--- src/rtl/rs_alloc_tracker.sv ---
// ---------------------------------------------------------------------------
// rs_alloc_tracker
//
// Entry allocator for one reservation station in the dispatch stage. Each
// instance serves one RS type (ALU, branch, mul, ldst). The allocator keeps a
// busy bit per RS entry and picks free entry indices for up to two
// dispatching instructions per cycle. Entries are released on issue, and all
// entries are cleared on a pipeline kill.
//
// Handshake: the request pair (req1_i/req2_i, req_num_i) is a request that
// may be held. alloc_ok_o is the acceptance indication. The request is taken
// only in a cycle where fire = (req_num_i != 0) & alloc_ok_o & ~stall_dp_i &
// ~kill_i. Grants are all-or-nothing. The granted entries become busy at the
// next rising edge.
//
// Ports:
//   clk_i, rst_n_i        clock and asynchronous active-low reset
//   req1_i, req2_i        per-instruction entry requests
//   req_num_i             request count (req1_i + req2_i)
//   stall_dp_i            dispatch stalled elsewhere; no allocation
//   kill_i                pipeline flush; frees every entry
//   issue_valid_i/ent_i   release of one entry on issue
//   alloc_ok_o            enough free entries for req_num_i
//   alloc_en1/2_o         grant strobes for instruction 1/2
//   alloc_ent1/2_o        granted entry indices (0 when not granted)
//   busy_vec_o            registered busy bit per entry
//   free_cnt_o            registered free-entry count
//
// Optional: define RS_ALLOC_PERF_EN to add alloc_stall_cnt_o. This is a
// saturating count of cycles in which a request was refused for lack of
// entries. Only rst_n_i clears the count.
// ---------------------------------------------------------------------------
module rs_alloc_tracker #(
    parameter int ENT_NUM = 8,
    parameter int ENT_SEL = 3
) (
    input  logic               clk_i,
    input  logic               rst_n_i,
    input  logic               req1_i,
    input  logic               req2_i,
    input  logic [1:0]         req_num_i,
    input  logic               stall_dp_i,
    input  logic               kill_i,
    input  logic               issue_valid_i,
    input  logic [ENT_SEL-1:0] issue_ent_i,
    output logic               alloc_ok_o,
    output logic               alloc_en1_o,
    output logic               alloc_en2_o,
    output logic [ENT_SEL-1:0] alloc_ent1_o,
    output logic [ENT_SEL-1:0] alloc_ent2_o,
    output logic [ENT_NUM-1:0] busy_vec_o,
    output logic [ENT_SEL:0]   free_cnt_o
`ifdef RS_ALLOC_PERF_EN
    ,
    output logic [31:0]        alloc_stall_cnt_o
`endif
);

    logic [ENT_NUM-1:0] busy_q, busy_nxt;
    logic [ENT_SEL:0]   free_q, free_nxt;
    logic [ENT_SEL-1:0] low0, low1;
    logic               found0, found1;
    logic               fire, rel;

    // Find the two lowest free entries. Only the registered busy vector is
    // used, so an entry released this cycle is not yet a candidate.
    always_comb begin
        low0   = '0;
        low1   = '0;
        found0 = 1'b0;
        found1 = 1'b0;
        for (int i = 0; i < ENT_NUM; i++) begin
            if (!busy_q[i]) begin
                if (!found0) begin
                    low0   = ENT_SEL'(i);
                    found0 = 1'b1;
                end else if (!found1) begin
                    low1   = ENT_SEL'(i);
                    found1 = 1'b1;
                end
            end
        end
    end

    assign alloc_ok_o  = (free_q >= (ENT_SEL+1)'(req_num_i));
    assign fire        = (req_num_i != 2'd0) & alloc_ok_o & ~stall_dp_i & ~kill_i;
    assign alloc_en1_o = fire & req1_i;
    assign alloc_en2_o = fire & req2_i;

    // Instruction 2 takes the second free slot only when instruction 1 also
    // requests an entry. Otherwise it takes the lowest free slot.
    assign alloc_ent1_o = alloc_en1_o ? low0 : '0;
    assign alloc_ent2_o = alloc_en2_o ? (req1_i ? low1 : low0) : '0;

    // A release counts only when it frees a busy entry, so a stray release
    // of an already-free entry leaves the count unchanged.
    assign rel = issue_valid_i & busy_q[issue_ent_i];

    always_comb begin
        busy_nxt = busy_q;
        free_nxt = free_q + (ENT_SEL+1)'(rel)
                          - (ENT_SEL+1)'(alloc_en1_o)
                          - (ENT_SEL+1)'(alloc_en2_o);
        if (rel)
            busy_nxt[issue_ent_i] = 1'b0;
        if (alloc_en1_o)
            busy_nxt[alloc_ent1_o] = 1'b1;
        if (alloc_en2_o)
            busy_nxt[alloc_ent2_o] = 1'b1;
        if (kill_i) begin
            busy_nxt = '0;
            free_nxt = (ENT_SEL+1)'(ENT_NUM);
        end
    end

    always_ff @(posedge clk_i or negedge rst_n_i) begin
        if (!rst_n_i) begin
            busy_q <= '0;
            free_q <= (ENT_SEL+1)'(ENT_NUM);
        end else begin
            busy_q <= busy_nxt;
            free_q <= free_nxt;
        end
    end

    assign busy_vec_o = busy_q;
    assign free_cnt_o = free_q;

`ifdef RS_ALLOC_PERF_EN
    logic [31:0] stall_cnt_q;

    always_ff @(posedge clk_i or negedge rst_n_i) begin
        if (!rst_n_i)
            stall_cnt_q <= '0;
        else if ((req_num_i != 2'd0) && !alloc_ok_o && !kill_i && (stall_cnt_q != 32'hFFFF_FFFF))
            stall_cnt_q <= stall_cnt_q + 32'd1;
    end

    assign alloc_stall_cnt_o = stall_cnt_q;
`endif

endmodule

--- config.mk ---
export PLATFORM = sky130hd
export DESIGN_NAME = rs_alloc_tracker
export DESIGN_NICKNAME = d
export VERILOG_FILES = /design/src/rtl/rs_alloc_tracker.sv
export SDC_FILE = /design/constraint.sdc
export NUM_CORES = 1
export LEC_CHECK = 0
export BUFFER_PORTS_ARGS = -buffer_cell sky130_fd_sc_hd__buf_2
export CAP_MARGIN = 20
export CORE_MARGIN = 3
export CORE_UTILIZATION = 39
export CTS_CLUSTER_DIAMETER = 120
export DETAILED_ROUTE_END_ITERATION = 10
export PLACE_DENSITY = 0.61
export SLEW_MARGIN = 40
export SYNTH_ARGS = -nofsm -noshare
export SYNTH_HDL_FRONTEND = slang
export SYNTH_SLANG_ARGS = --single-unit
--- constraint.sdc ---
create_clock -name clk_i -period 3.2 [get_ports clk_i]
set_clock_uncertainty 0.1 [all_clocks]
set_input_delay 0.16 -clock clk_i [delete_from_list [all_inputs] [get_ports clk_i]]
set_output_delay 0.16 -clock clk_i [all_outputs]
set_load 0.01 [all_outputs]
==> flow_summary.toml <==
[outcome]
outcome = "finished clean"

[grt]
grt_remaining_overflow = 0
grt_usage = 0.180
grt_most_used_layer = "met2"
groute.layer.met3.usage = 0.0236
grt_pass1_wl_microns = 6300
grt_max_degree = 17
antenna_found_initial = 0
grtUsageMet1 = 0.251
grt_pass1_vias = 1344
met2_usage = 0.290

[drt]
wl_per_cell_microns = 15.5
num_vias = 1456
drt_iter0_markers = 135
antenna_left = 0
dr.pass1.iters = 4
wl_microns = 3830
drc_errors = 0
avgViaCountPerCell = 5.89

[placed_design]
pre_cts_ws_ns = 0.103
portBuffers = 32
dp_hpwl_microns = 2990
place_area_sq_um = 1610
place.gp.congestion = 0.885
placed_cells = 240

[sta]
finalSetupViolations = 0
worst_slack_ns = 0.200
whs_ns = 0.169
rsz0062_at_grt = "false"
hold_viol = 0
setup-tns-final_ns = 0
tightest_slew_ns = 0.597
max_slew_margin = 0.599
finalCriticalPeriod_ns = 3.00
max_freq_ghz = 0.333
finalMaxSlewViolations = 0
min_period_over_period = 0.937

[critical_path]
crit_slowest_cell = "fa_1"
crit_fanout = 3
start_kind = "flop"
cp-end-kind = "flop"
max_stage_delay_ns = 0.42
critical_path_required_ns = 3.22
crit_buf_inv = 3
criticalPathCategory = "reg -> reg"
cp_top_family = "adder cells"
crit_arrival_ns = 3.02
path_cells = "inv_1 -> ha_1 -> nand2b_1 -> a21oi_1 -> o21a_1 -> inv_2 -> and3_1 -> inv_1 -> fa_1 -> ha_2 -> ha_1 -> fa_1 -> nor2b_1"

[synthesis]
ys.warnings.count = 0
synth_cells = 168
ys_ff_latch = 12
synthArstFlopShare = 1.00
syn_nets = 194
synth.avg_cell_area_sq_um = 8.52
synth_area_sq_um = 1430
synth_edf_count = 0
synth-seq-area-share = 0.211
ys.flop_type = "dfrtp_1"
post_synth_num_cell_types = 56

[clock_tree]
cts_tree = "done"
insertion_delay_ns = 0.24
cts-root-buf = "clkbuf_8"
clk_path_buf_depth = 2
clk_pin_slew_worst_paths_ns = 0.06
htree_levels = 1
numCtsBuffers = 3
cts.sinks = 12

[die]
coreArea_sq_um = 3440
start_util = 0.416
dieArea_sq_um = 4430
io_pins = 33
die_y_microns = 66.6
die_w_microns = 66.6
rows = 21

[power]
power_density_nw_per_um2 = 354
ir_drop_uv = 372
leakagePower_nw = 0.771
finalPower_mw = 0.602

[layout]
drive_gt1_frac = 0.303
area_growth_pct = 18.7
final_cell_mix = "buf_2, inv_1, ha_1, dfrtp_1, a21oi_1"
fin_nets = 228
post-route-util = 0.494
final_cells = 247
final_common_cell = "buf_2"
design_area_sq_um = 1700
antenna_cells = 0

[hold_path]
hold_class = "in -> reg"

[run]
drv_cap = 0
synth_stat cells (3+ instances only):
cell type  number  area share
nor2_1          6       0.016
buf_6           3       0.024
a32oi_1         7       0.043
nand3_1         7       0.024
nand2_1         6       0.016
o21ai_0         4       0.014
a21oi_1        10       0.035
clkbuf_1        3      0.0079
buf_2           3       0.010
dfrtp_1        11        0.19
inv_1          17       0.045
o211ai_1        3       0.016
ha_1           12        0.10
inv_2           4       0.010
o22ai_1         4       0.017
o21a_1          3       0.016
a31oi_1         4       0.017
o32ai_1         6       0.037
nor2b_1         6       0.026
nand2b_1        6       0.026
kinds of logic after synthesis:
logic type,after synthesis,synth area share
AOI/OAI and AO/OA,56,0.288
and+or+nand+nor,47,0.196
buffers and inverters,33,0.115
adders and majority gates,15,0.140
DFF,12,0.211
muxes,3,0.0385
xor gates and xnor gates,2,0.0122
power by group:
| group | switching [mW] | leakage (nW) | internal (mW) |
|---|---|---|---|
| clock network | 0.0595 | 0.0288 | 0.109 |
| registers | 0.0173 | 0.162 | 0.173 |
| logic | 0.132 | 0.580 | 0.111 |
| total | 0.209 | 0.771 | 0.393 |
sequential cells by signal, indices dropped and copies added, names as in the netlist:
signal / flops
busy_vec_o: 8
free_cnt_o: 4
what timing repair did:
action / CTS / global route
hold buffers: 1 / 0
setup buffers: 0 / 2
endpoints found under the setup margin: 0 / 3
gates resized for setup: 0 / 3
hold endpoints to repair: 12 / 0
cell type report:
cell class	count	area, sq um
repair buffers	40	223
well taps	46	57.6
clock buffers	4	55.1
fillers	326	1740
flip-flops and latches	12	302
multi-input cells	123	978
inverters	22	83.8
per-layer routing:
layer	vias to the layer above	part of all wire
met5	-	0
met4	0	0.017
met3	8	0.071
met2	71	0.47
met1	678	0.45
li1	699	-
path summary, 6_finish.rpt:
| check | end | slack (ns) | from | cells after the start |
|---|---|---|---|---|
| worst max register to register | free_cnt_o[2] | 0.20 | free_cnt_o[0] | 13 |
| max in group asynchronous | free_cnt_o[3] | 2.50 | rst_n_i | 2 |
| min in group asynchronous | busy_vec_o[7] | 0.23 | rst_n_i | 2 |
| worst max-delay path | free_cnt_o[2] | 0.20 | free_cnt_o[0] | 13 |
| worst min-delay path | free_cnt_o[0] | 0.17 | kill_i | 2 |
| worst min register to register | free_cnt_o[3] | 0.62 | free_cnt_o[3] | 4 |
Power figures use the tool's default switching activity.
